### src/rtl/zrb_sd_pkg.sv
// Shared constants and types for the SD-card SPI-mode init sequencer.
// Command framing data, state encoding and error codes live here.
package zrb_sd_pkg;

    typedef enum logic [3:0] {
        ST_IDLE,
        ST_POWER_ON,
        ST_SEND_CMD,
        ST_POLL_R1,
        ST_READ_TAIL,
        ST_CHECK,
        ST_GAP,
        ST_READY,
        ST_ERROR
    } state_e;

    typedef enum logic [2:0] {
        CMD_0,
        CMD_8,
        CMD_55,
        CMD_41,
        CMD_58
    } cmd_e;

    localparam logic [7:0] IDLE_BYTE = 8'hFF;

    localparam logic [3:0] ERR_NONE    = 4'd0;
    localparam logic [3:0] ERR_TIMEOUT = 4'd1;
    localparam logic [3:0] ERR_R1      = 4'd2;
    localparam logic [3:0] ERR_ECHO    = 4'd3;
    localparam logic [3:0] ERR_RETRY   = 4'd4;

    localparam logic [5:0] IDX_CMD0   = 6'd0;
    localparam logic [5:0] IDX_CMD8   = 6'd8;
    localparam logic [5:0] IDX_CMD55  = 6'd55;
    localparam logic [5:0] IDX_ACMD41 = 6'd41;
    localparam logic [5:0] IDX_CMD58  = 6'd58;

    localparam logic [31:0] ARG_CMD8   = 32'h0000_01AA;
    localparam logic [31:0] ARG_ACMD41 = 32'h4000_0000;

    localparam logic [7:0] CRC_CMD0  = 8'h95;
    localparam logic [7:0] CRC_CMD8  = 8'h87;
    localparam logic [7:0] CRC_DUMMY = 8'h01;

    function automatic logic [5:0] cmd_index(input cmd_e c);
        case (c)
            CMD_0:   return IDX_CMD0;
            CMD_8:   return IDX_CMD8;
            CMD_55:  return IDX_CMD55;
            CMD_41:  return IDX_ACMD41;
            CMD_58:  return IDX_CMD58;
            default: return IDX_CMD0;
        endcase
    endfunction

    function automatic logic [31:0] cmd_arg(input cmd_e c);
        case (c)
            CMD_8:   return ARG_CMD8;
            CMD_41:  return ARG_ACMD41;
            default: return 32'h0;
        endcase
    endfunction

    function automatic logic [7:0] cmd_crc(input cmd_e c);
        case (c)
            CMD_0:   return CRC_CMD0;
            CMD_8:   return CRC_CMD8;
            default: return CRC_DUMMY;
        endcase
    endfunction

endpackage

### src/rtl/zrb_sd_cmd_frame.sv
// Registered byte mux: picks the next SPI byte of a 6-byte command frame,
// or the 0xFF idle byte whenever no command frame is being sent.
module zrb_sd_cmd_frame
    import zrb_sd_pkg::*;
(
    input  logic       clk,
    input  logic       reset,
    input  logic       i_en,
    input  cmd_e       i_cmd,
    input  logic [2:0] i_idx,
    output logic [7:0] o_tx
);

    logic [31:0] w_arg;
    logic [7:0]  w_byte;
    logic [7:0]  r_tx;

    always_comb begin
        w_arg  = cmd_arg(i_cmd);
        w_byte = IDLE_BYTE;
        if (i_en) begin
            case (i_idx)
                3'd0:    w_byte = {2'b01, cmd_index(i_cmd)};
                3'd1:    w_byte = w_arg[31:24];
                3'd2:    w_byte = w_arg[23:16];
                3'd3:    w_byte = w_arg[15:8];
                3'd4:    w_byte = w_arg[7:0];
                3'd5:    w_byte = cmd_crc(i_cmd);
                default: w_byte = IDLE_BYTE;
            endcase
        end
    end

    always_ff @(posedge clk or posedge reset) begin
        if (reset) r_tx <= IDLE_BYTE;
        else       r_tx <= w_byte;
    end

    assign o_tx = r_tx;

endmodule

### src/rtl/zrb_sd_init_ctrl.sv
// SD-card SPI-mode init sequencer: power-on clocks, CMD0, CMD8,
// CMD55/ACMD41 loop, CMD58; one byte outstanding on the engine at a time.
module zrb_sd_init_ctrl
    import zrb_sd_pkg::*;
#(
    parameter int POWER_ON_BYTES = 10,
    parameter int RESP_POLL_MAX  = 8,
    parameter int ACMD41_RETRIES = 255
) (
    input  logic       clk,
    input  logic       reset,
    input  logic       start,
    output logic       xfer_start,
    output logic [7:0] xfer_tx,
    input  logic       xfer_done,
    input  logic [7:0] xfer_rx,
    output logic       ss,
    output logic       low_full_speed,
    output logic       busy,
    output logic       init_done,
    output logic       init_err,
    output logic [3:0] err_code,
    output logic [5:0] err_cmd,
    output logic       sdhc
);

    localparam logic [7:0] PON_LAST  = 8'(POWER_ON_BYTES - 1);
    localparam logic [7:0] POLL_LAST = 8'(RESP_POLL_MAX - 1);
    localparam logic [7:0] RETRY_MAX = 8'(ACMD41_RETRIES);

    state_e      r_state, w_state;
    cmd_e        r_cmd, w_cmd;
    logic [7:0]  r_cnt, w_cnt;
    logic [7:0]  r_r1, w_r1;
    logic [31:0] r_tail, w_tail;
    logic [7:0]  r_retry, w_retry;
    logic [3:0]  r_code, w_code;
    logic [5:0]  r_ecmd, w_ecmd;
    logic        r_sdhc, w_sdhc;
    logic        r_wait;
    logic        r_xs;
    logic [3:0]  w_fail;
    logic        w_done;
    logic        w_issue;

    // Done only counts while a byte is outstanding; stale pulses are dropped.
    assign w_done  = xfer_done && r_wait;
    assign w_issue = !r_wait && (r_state inside
        {ST_POWER_ON, ST_SEND_CMD, ST_POLL_R1, ST_READ_TAIL, ST_GAP});

    always_ff @(posedge clk or posedge reset) begin
        if (reset) begin
            r_state <= ST_IDLE;
            r_cmd   <= CMD_0;
            r_cnt   <= 8'd0;
            r_r1    <= 8'hFF;
            r_tail  <= 32'd0;
            r_retry <= 8'd0;
            r_code  <= ERR_NONE;
            r_ecmd  <= 6'd0;
            r_sdhc  <= 1'b0;
            r_wait  <= 1'b0;
            r_xs    <= 1'b0;
        end else begin
            r_state <= w_state;
            r_cmd   <= w_cmd;
            r_cnt   <= w_cnt;
            r_r1    <= w_r1;
            r_tail  <= w_tail;
            r_retry <= w_retry;
            r_code  <= w_code;
            r_ecmd  <= w_ecmd;
            r_sdhc  <= w_sdhc;
            r_xs    <= w_issue;
            r_wait  <= w_issue || (r_wait && !xfer_done);
        end
    end

    always_comb begin
        w_state = r_state;
        w_cmd   = r_cmd;
        w_cnt   = r_cnt;
        w_r1    = r_r1;
        w_tail  = r_tail;
        w_retry = r_retry;
        w_code  = r_code;
        w_ecmd  = r_ecmd;
        w_sdhc  = r_sdhc;
        w_fail  = ERR_NONE;
        unique case (r_state)
            ST_IDLE, ST_READY, ST_ERROR: begin
                if (start) begin
                    w_state = ST_POWER_ON;
                    w_cmd   = CMD_0;
                    w_cnt   = 8'd0;
                    w_retry = 8'd0;
                    w_code  = ERR_NONE;
                    w_ecmd  = 6'd0;
                    w_sdhc  = 1'b0;
                end
            end
            ST_POWER_ON: begin
                if (w_done) begin
                    w_cnt = r_cnt + 8'd1;
                    if (r_cnt == PON_LAST) begin
                        w_state = ST_SEND_CMD;
                        w_cnt   = 8'd0;
                    end
                end
            end
            ST_SEND_CMD: begin
                if (w_done) begin
                    w_cnt = r_cnt + 8'd1;
                    if (r_cnt == 8'd5) begin
                        w_state = ST_POLL_R1;
                        w_cnt   = 8'd0;
                    end
                end
            end
            ST_POLL_R1: begin
                if (w_done) begin
                    w_cnt = r_cnt + 8'd1;
                    if (!xfer_rx[7]) begin
                        w_r1    = xfer_rx;
                        w_cnt   = 8'd0;
                        w_state = (r_cmd == CMD_8 || r_cmd == CMD_58)
                                ? ST_READ_TAIL : ST_CHECK;
                    end else if (r_cnt == POLL_LAST) begin
                        w_fail = ERR_TIMEOUT;
                    end
                end
            end
            ST_READ_TAIL: begin
                if (w_done) begin
                    w_tail = (r_tail << 8) | {24'd0, xfer_rx};
                    w_cnt  = r_cnt + 8'd1;
                    if (r_cnt == 8'd3) w_state = ST_CHECK;
                end
            end
            ST_CHECK: begin
                w_state = ST_GAP;
                case (r_cmd)
                    CMD_0: begin
                        if (r_r1 == 8'h01) w_cmd = CMD_8;
                        else               w_fail = ERR_R1;
                    end
                    CMD_8: begin
                        if (r_r1 != 8'h01)                w_fail = ERR_R1;
                        else if (r_tail[11:0] != 12'h1AA) w_fail = ERR_ECHO;
                        else                              w_cmd = CMD_55;
                    end
                    CMD_55: begin
                        if (r_r1 == 8'h00 || r_r1 == 8'h01) w_cmd = CMD_41;
                        else                                w_fail = ERR_R1;
                    end
                    CMD_41: begin
                        if (r_r1 == 8'h00) begin
                            w_cmd = CMD_58;
                        end else if (r_r1 == 8'h01) begin
                            w_retry = r_retry + 8'd1;
                            if (w_retry == RETRY_MAX) w_fail = ERR_RETRY;
                            else                      w_cmd = CMD_55;
                        end else begin
                            w_fail = ERR_R1;
                        end
                    end
                    CMD_58: begin
                        if (r_r1 == 8'h00) begin
                            w_state = ST_READY;
                            w_sdhc  = r_tail[30];
                        end else begin
                            w_fail = ERR_R1;
                        end
                    end
                    default: w_fail = ERR_R1;
                endcase
            end
            ST_GAP: begin
                if (w_done) begin
                    w_state = ST_SEND_CMD;
                    w_cnt   = 8'd0;
                end
            end
            default: w_state = ST_IDLE;
        endcase
        if (w_fail != ERR_NONE) begin
            w_state = ST_ERROR;
            w_code  = w_fail;
            w_ecmd  = cmd_index(r_cmd);
        end
    end

    zrb_sd_cmd_frame u_frame (
        .clk   (clk),
        .reset (reset),
        .i_en  (r_state == ST_SEND_CMD),
        .i_cmd (r_cmd),
        .i_idx (r_cnt[2:0]),
        .o_tx  (xfer_tx)
    );

    assign xfer_start     = r_xs;
    assign ss             = !(r_state inside
        {ST_SEND_CMD, ST_POLL_R1, ST_READ_TAIL, ST_CHECK});
    assign busy           = !(r_state inside {ST_IDLE, ST_READY, ST_ERROR});
    assign init_done      = (r_state == ST_READY);
    assign init_err       = (r_state == ST_ERROR);
    assign low_full_speed = (r_state == ST_READY);
    assign err_code       = r_code;
    assign err_cmd        = r_ecmd;
    assign sdhc           = r_sdhc;

endmodule

### config.mk
export PLATFORM = sky130hd
export DESIGN_NAME = zrb_sd_init_ctrl
export DESIGN_NICKNAME = d
export VERILOG_FILES = /design/src/rtl/zrb_sd_pkg.sv /design/src/rtl/zrb_sd_cmd_frame.sv /design/src/rtl/zrb_sd_init_ctrl.sv
export SDC_FILE = /design/constraint.sdc
export NUM_CORES = 1
export LEC_CHECK = 0
export CAP_MARGIN = 20
export CORE_MARGIN = 10
export CORE_UTILIZATION = 55
export CTS_CLUSTER_SIZE = 25
export DETAILED_ROUTE_END_ITERATION = 16
export PLACE_DENSITY = 0.78
export SYNTH_ARGS = -nofsm -noshare
export SYNTH_HDL_FRONTEND = slang
export SYNTH_SLANG_ARGS = --single-unit
### constraint.sdc
create_clock -name clk -period 3.3 [get_ports clk]
set_input_delay 0.33 -clock clk [delete_from_list [all_inputs] [get_ports clk]]
set_output_delay 0.33 -clock clk [all_outputs]
set_load 0.02 [all_outputs]
==> run metrics <==
DP HPWL 5480 µm; post-synthesis cell area 0.00348 mm²; ys flop type dfrtp_1; most common cell after layout, fill and taps aside dfrtp_1; syn avg cell area 10.3 µm²; FFs w/ async S/R, synth 100%; router iterations before antenna repair 5; first-pass GRT wire length 12,800 µm; Worst path slowest cell clkdlybuf4s50_1; H-tree levels 3; post-layout minimum cycle time 2770 ps; CTS sink count 65; vias in the first global route 2,613; type of the worst setup path reg -> out; GRT Util Overall 15.5%; DIE HEIGHT 99.6 µm; clk_skew 15.8 ps; CP required 2970 ps; fin crit share 83.9%; CP Launch Type flop; commonest cells after routing, fill and taps aside dfrtp_1 (49), clkdlybuf4s50_1 (35), nand2_1 (32); status complete, no violations; DRT iter0 DRCs 110; Final Slew Violations 0; fin nets 386; row cnt 28; main combinational cell family by area after synthesis simple AND/OR/NAND/NOR gates; fill count 474; Diodes inserted 0; Pwr Density 772 mW/mm²; RSZ-0062 raised after global routing false; CP cell instances nor2b_1 > and3_1 > nor2_1 > clkdlybuf4s50_1; CP endpoint kind output pin; area delta synth->final 16.9%; mux cell area share after synthesis 9.38%; register bit total from synthesis 65; CTS Buffer Depth 2; Synth Area in XOR/XNOR 2.52%; Peak supply drop 0.498 mV; GPL Wtd Cong 0.888; Initial Util 57.8%; syn nets 358; Max transition margin 45.5%; IO Port Bufs 35; I/O pin count 37; Max Freq 361 MHz; layout cell share with drive strength beyond 1 19.4%; Die Wd 99.6 µm; Residual DRC 0; Netlist cell types 64; Hold WC Path Type in -> async; hold slack 320 ps; final WL 7590 µm; simple-gate share of the synthesized area 22.1%; Avg WL per Cell 17.0 µm; die area 0.00991 mm²; critical path arrival 2440 ps; total gr overflow 0; WP buf/inv 1; setup bufs post-CTS 0; clock latency on the worst-skew pair 350 ps; antenna violations before repair 0; Ys Warns 0; hold_buf cts 0; CORE AREA 0.00603 mm²; DR vias 2,686; post-synthesis compound-gate area fraction 11.8%; Storage cell area 0.00165 mm²; Max Cap Violations 0; register-to-register setup slack 750 ps; number of flops mapped to enable cells by yosys 0; cell family with most CP delay simple AND/OR/NAND/NOR gates; Max stage delay on crit path 570 ps; largest net degree at the start of global routing 28; Clk pin slew, worst setup/hold paths 80 ps; antenna viol nets, final 0; Mapped Cells 339; Root Buffer clkbuf_8; final hold violation count 0; CTS tree built; multi-input logic area 0.00169 mm²; actual slew at the worst max-slew pin 815 ps; setup tns final 0 ps; sequential area share after synthesis 47.3%; vias per cell 6.01; post-cts gate resize count 0; leakage power figure 0.00171 µW; adder-cell area share of the yosys netlist 2.52%; final setup vio count 0; CTS Buf Count 9; worst-path maximum fanout 11
## worst paths after layout
kind	depth (start not counted)	to	startpoint
max in group asynchronous	3	r_r1[1]$_DFFE_PP1P_	reset
worst min-delay path	2	sdhc$_DFFE_PP0P_	reset
min in group clk	1	r_tail[10]$_DFFE_PP0P_	r_tail[10]$_DFFE_PP0P_
worst min register to register	1	r_tail[10]$_DFFE_PP0P_	r_tail[10]$_DFFE_PP0P_
worst max-delay path	4	busy	r_state[0]$_DFFE_PP0P_
worst max register to register	6	err_cmd[3]$_DFFE_PP0P_	r_state[0]$_DFFE_PP0P_
## cells by family (layout without fill, tap and decap cells)
kind of cell	Yosys count	count (layout)
AND/OR/NAND/NOR	134	134
flip-flops	65	65
AO/OA/AOI/OAI	59	59
buffers and inverters	33	66
multiplexers	30	30
XOR/XNOR	10	10
adder cells (fa/ha/maj)	7	7
other	1	1
## synthesized netlist by cell type, drive strengths merged (3+ instances only)
cell	number	share of area, %
xor2	6	1.5
nand3b	3	0.65
nor2	26	2.9
o21ai	22	3.2
nor4	5	1.5
o21bai	3	0.65
a21oi	4	0.57
o211ai	3	0.65
nand3	13	2.0
mux2i	9	2.6
xnor2	4	1.0
mux2	21	6.8
buf	11	1.9
nor2b	9	1.6
ha	7	2.5
nor3b	3	0.79
inv	12	1.3
o31ai	5	1.2
and2	3	0.61
nand2b	5	0.90
nand4	10	1.8
dfrtp	49	35
clkbuf	10	1.1
dfstp	16	12
and3	6	1.2
a31oi	7	1.9
nor4b	3	0.75
nand2	33	3.8
## per-stage QoR
stage / total power (µW) / setup WS [ps] / util [%] / cells / instance area [µm²]
3_5_place_dp: 2370 / 799 / 63.8 / 431 / 3840
6_report: 3140 / 530 / 67.6 / 447 / 4070
4_1_cts: 3150 / 552 / 67.6 / 447 / 4070
3_3_place_gp: 2340 / 905 / 63.8 / 431 / 3840
2_1_floorplan: 2010 / 1220 / - / 339 / 3480
5_1_grt: 3330 / 379 / 67.6 / 447 / 4070
## final cells by class
type,count,share of cell area [%]
multi-input combinational,241,41.4
sequential,65,40.4
timing repair buffer,38,9.16
clock buffer,10,3.38
tap,75,2.30
clock inverter,6,2.21
inverter,12,1.11
## flip-flops by register name, summed over array words and instances (netlist names)
register and flops:
r_tail 15, sdhc 1, r_retry 8, r_cnt 8, r_r1 8, r_wait 1
r_cmd 3, err_cmd 5, err_code 3, u_frame.o_tx 8, xfer_start 1, r_state 4
## power by group
part / total [µW] / internal (µW) / switching (µW)
clock: 773 / 448 / 325
sequential: 1250 / 1040 / 216
combinational: 1110 / 496 / 617
total: 3140 / 1980 / 1160
## layer usage
metal	vias to the layer above	share of wire [%]	track usage [%]
met5	-	0	0
met4	0	1.9	6.28
met3	14	4.5	3.53
met2	71	50	24.4
met1	1331	44	20.0
li1	1270	-	-
Power figures use the tool's default switching activity.
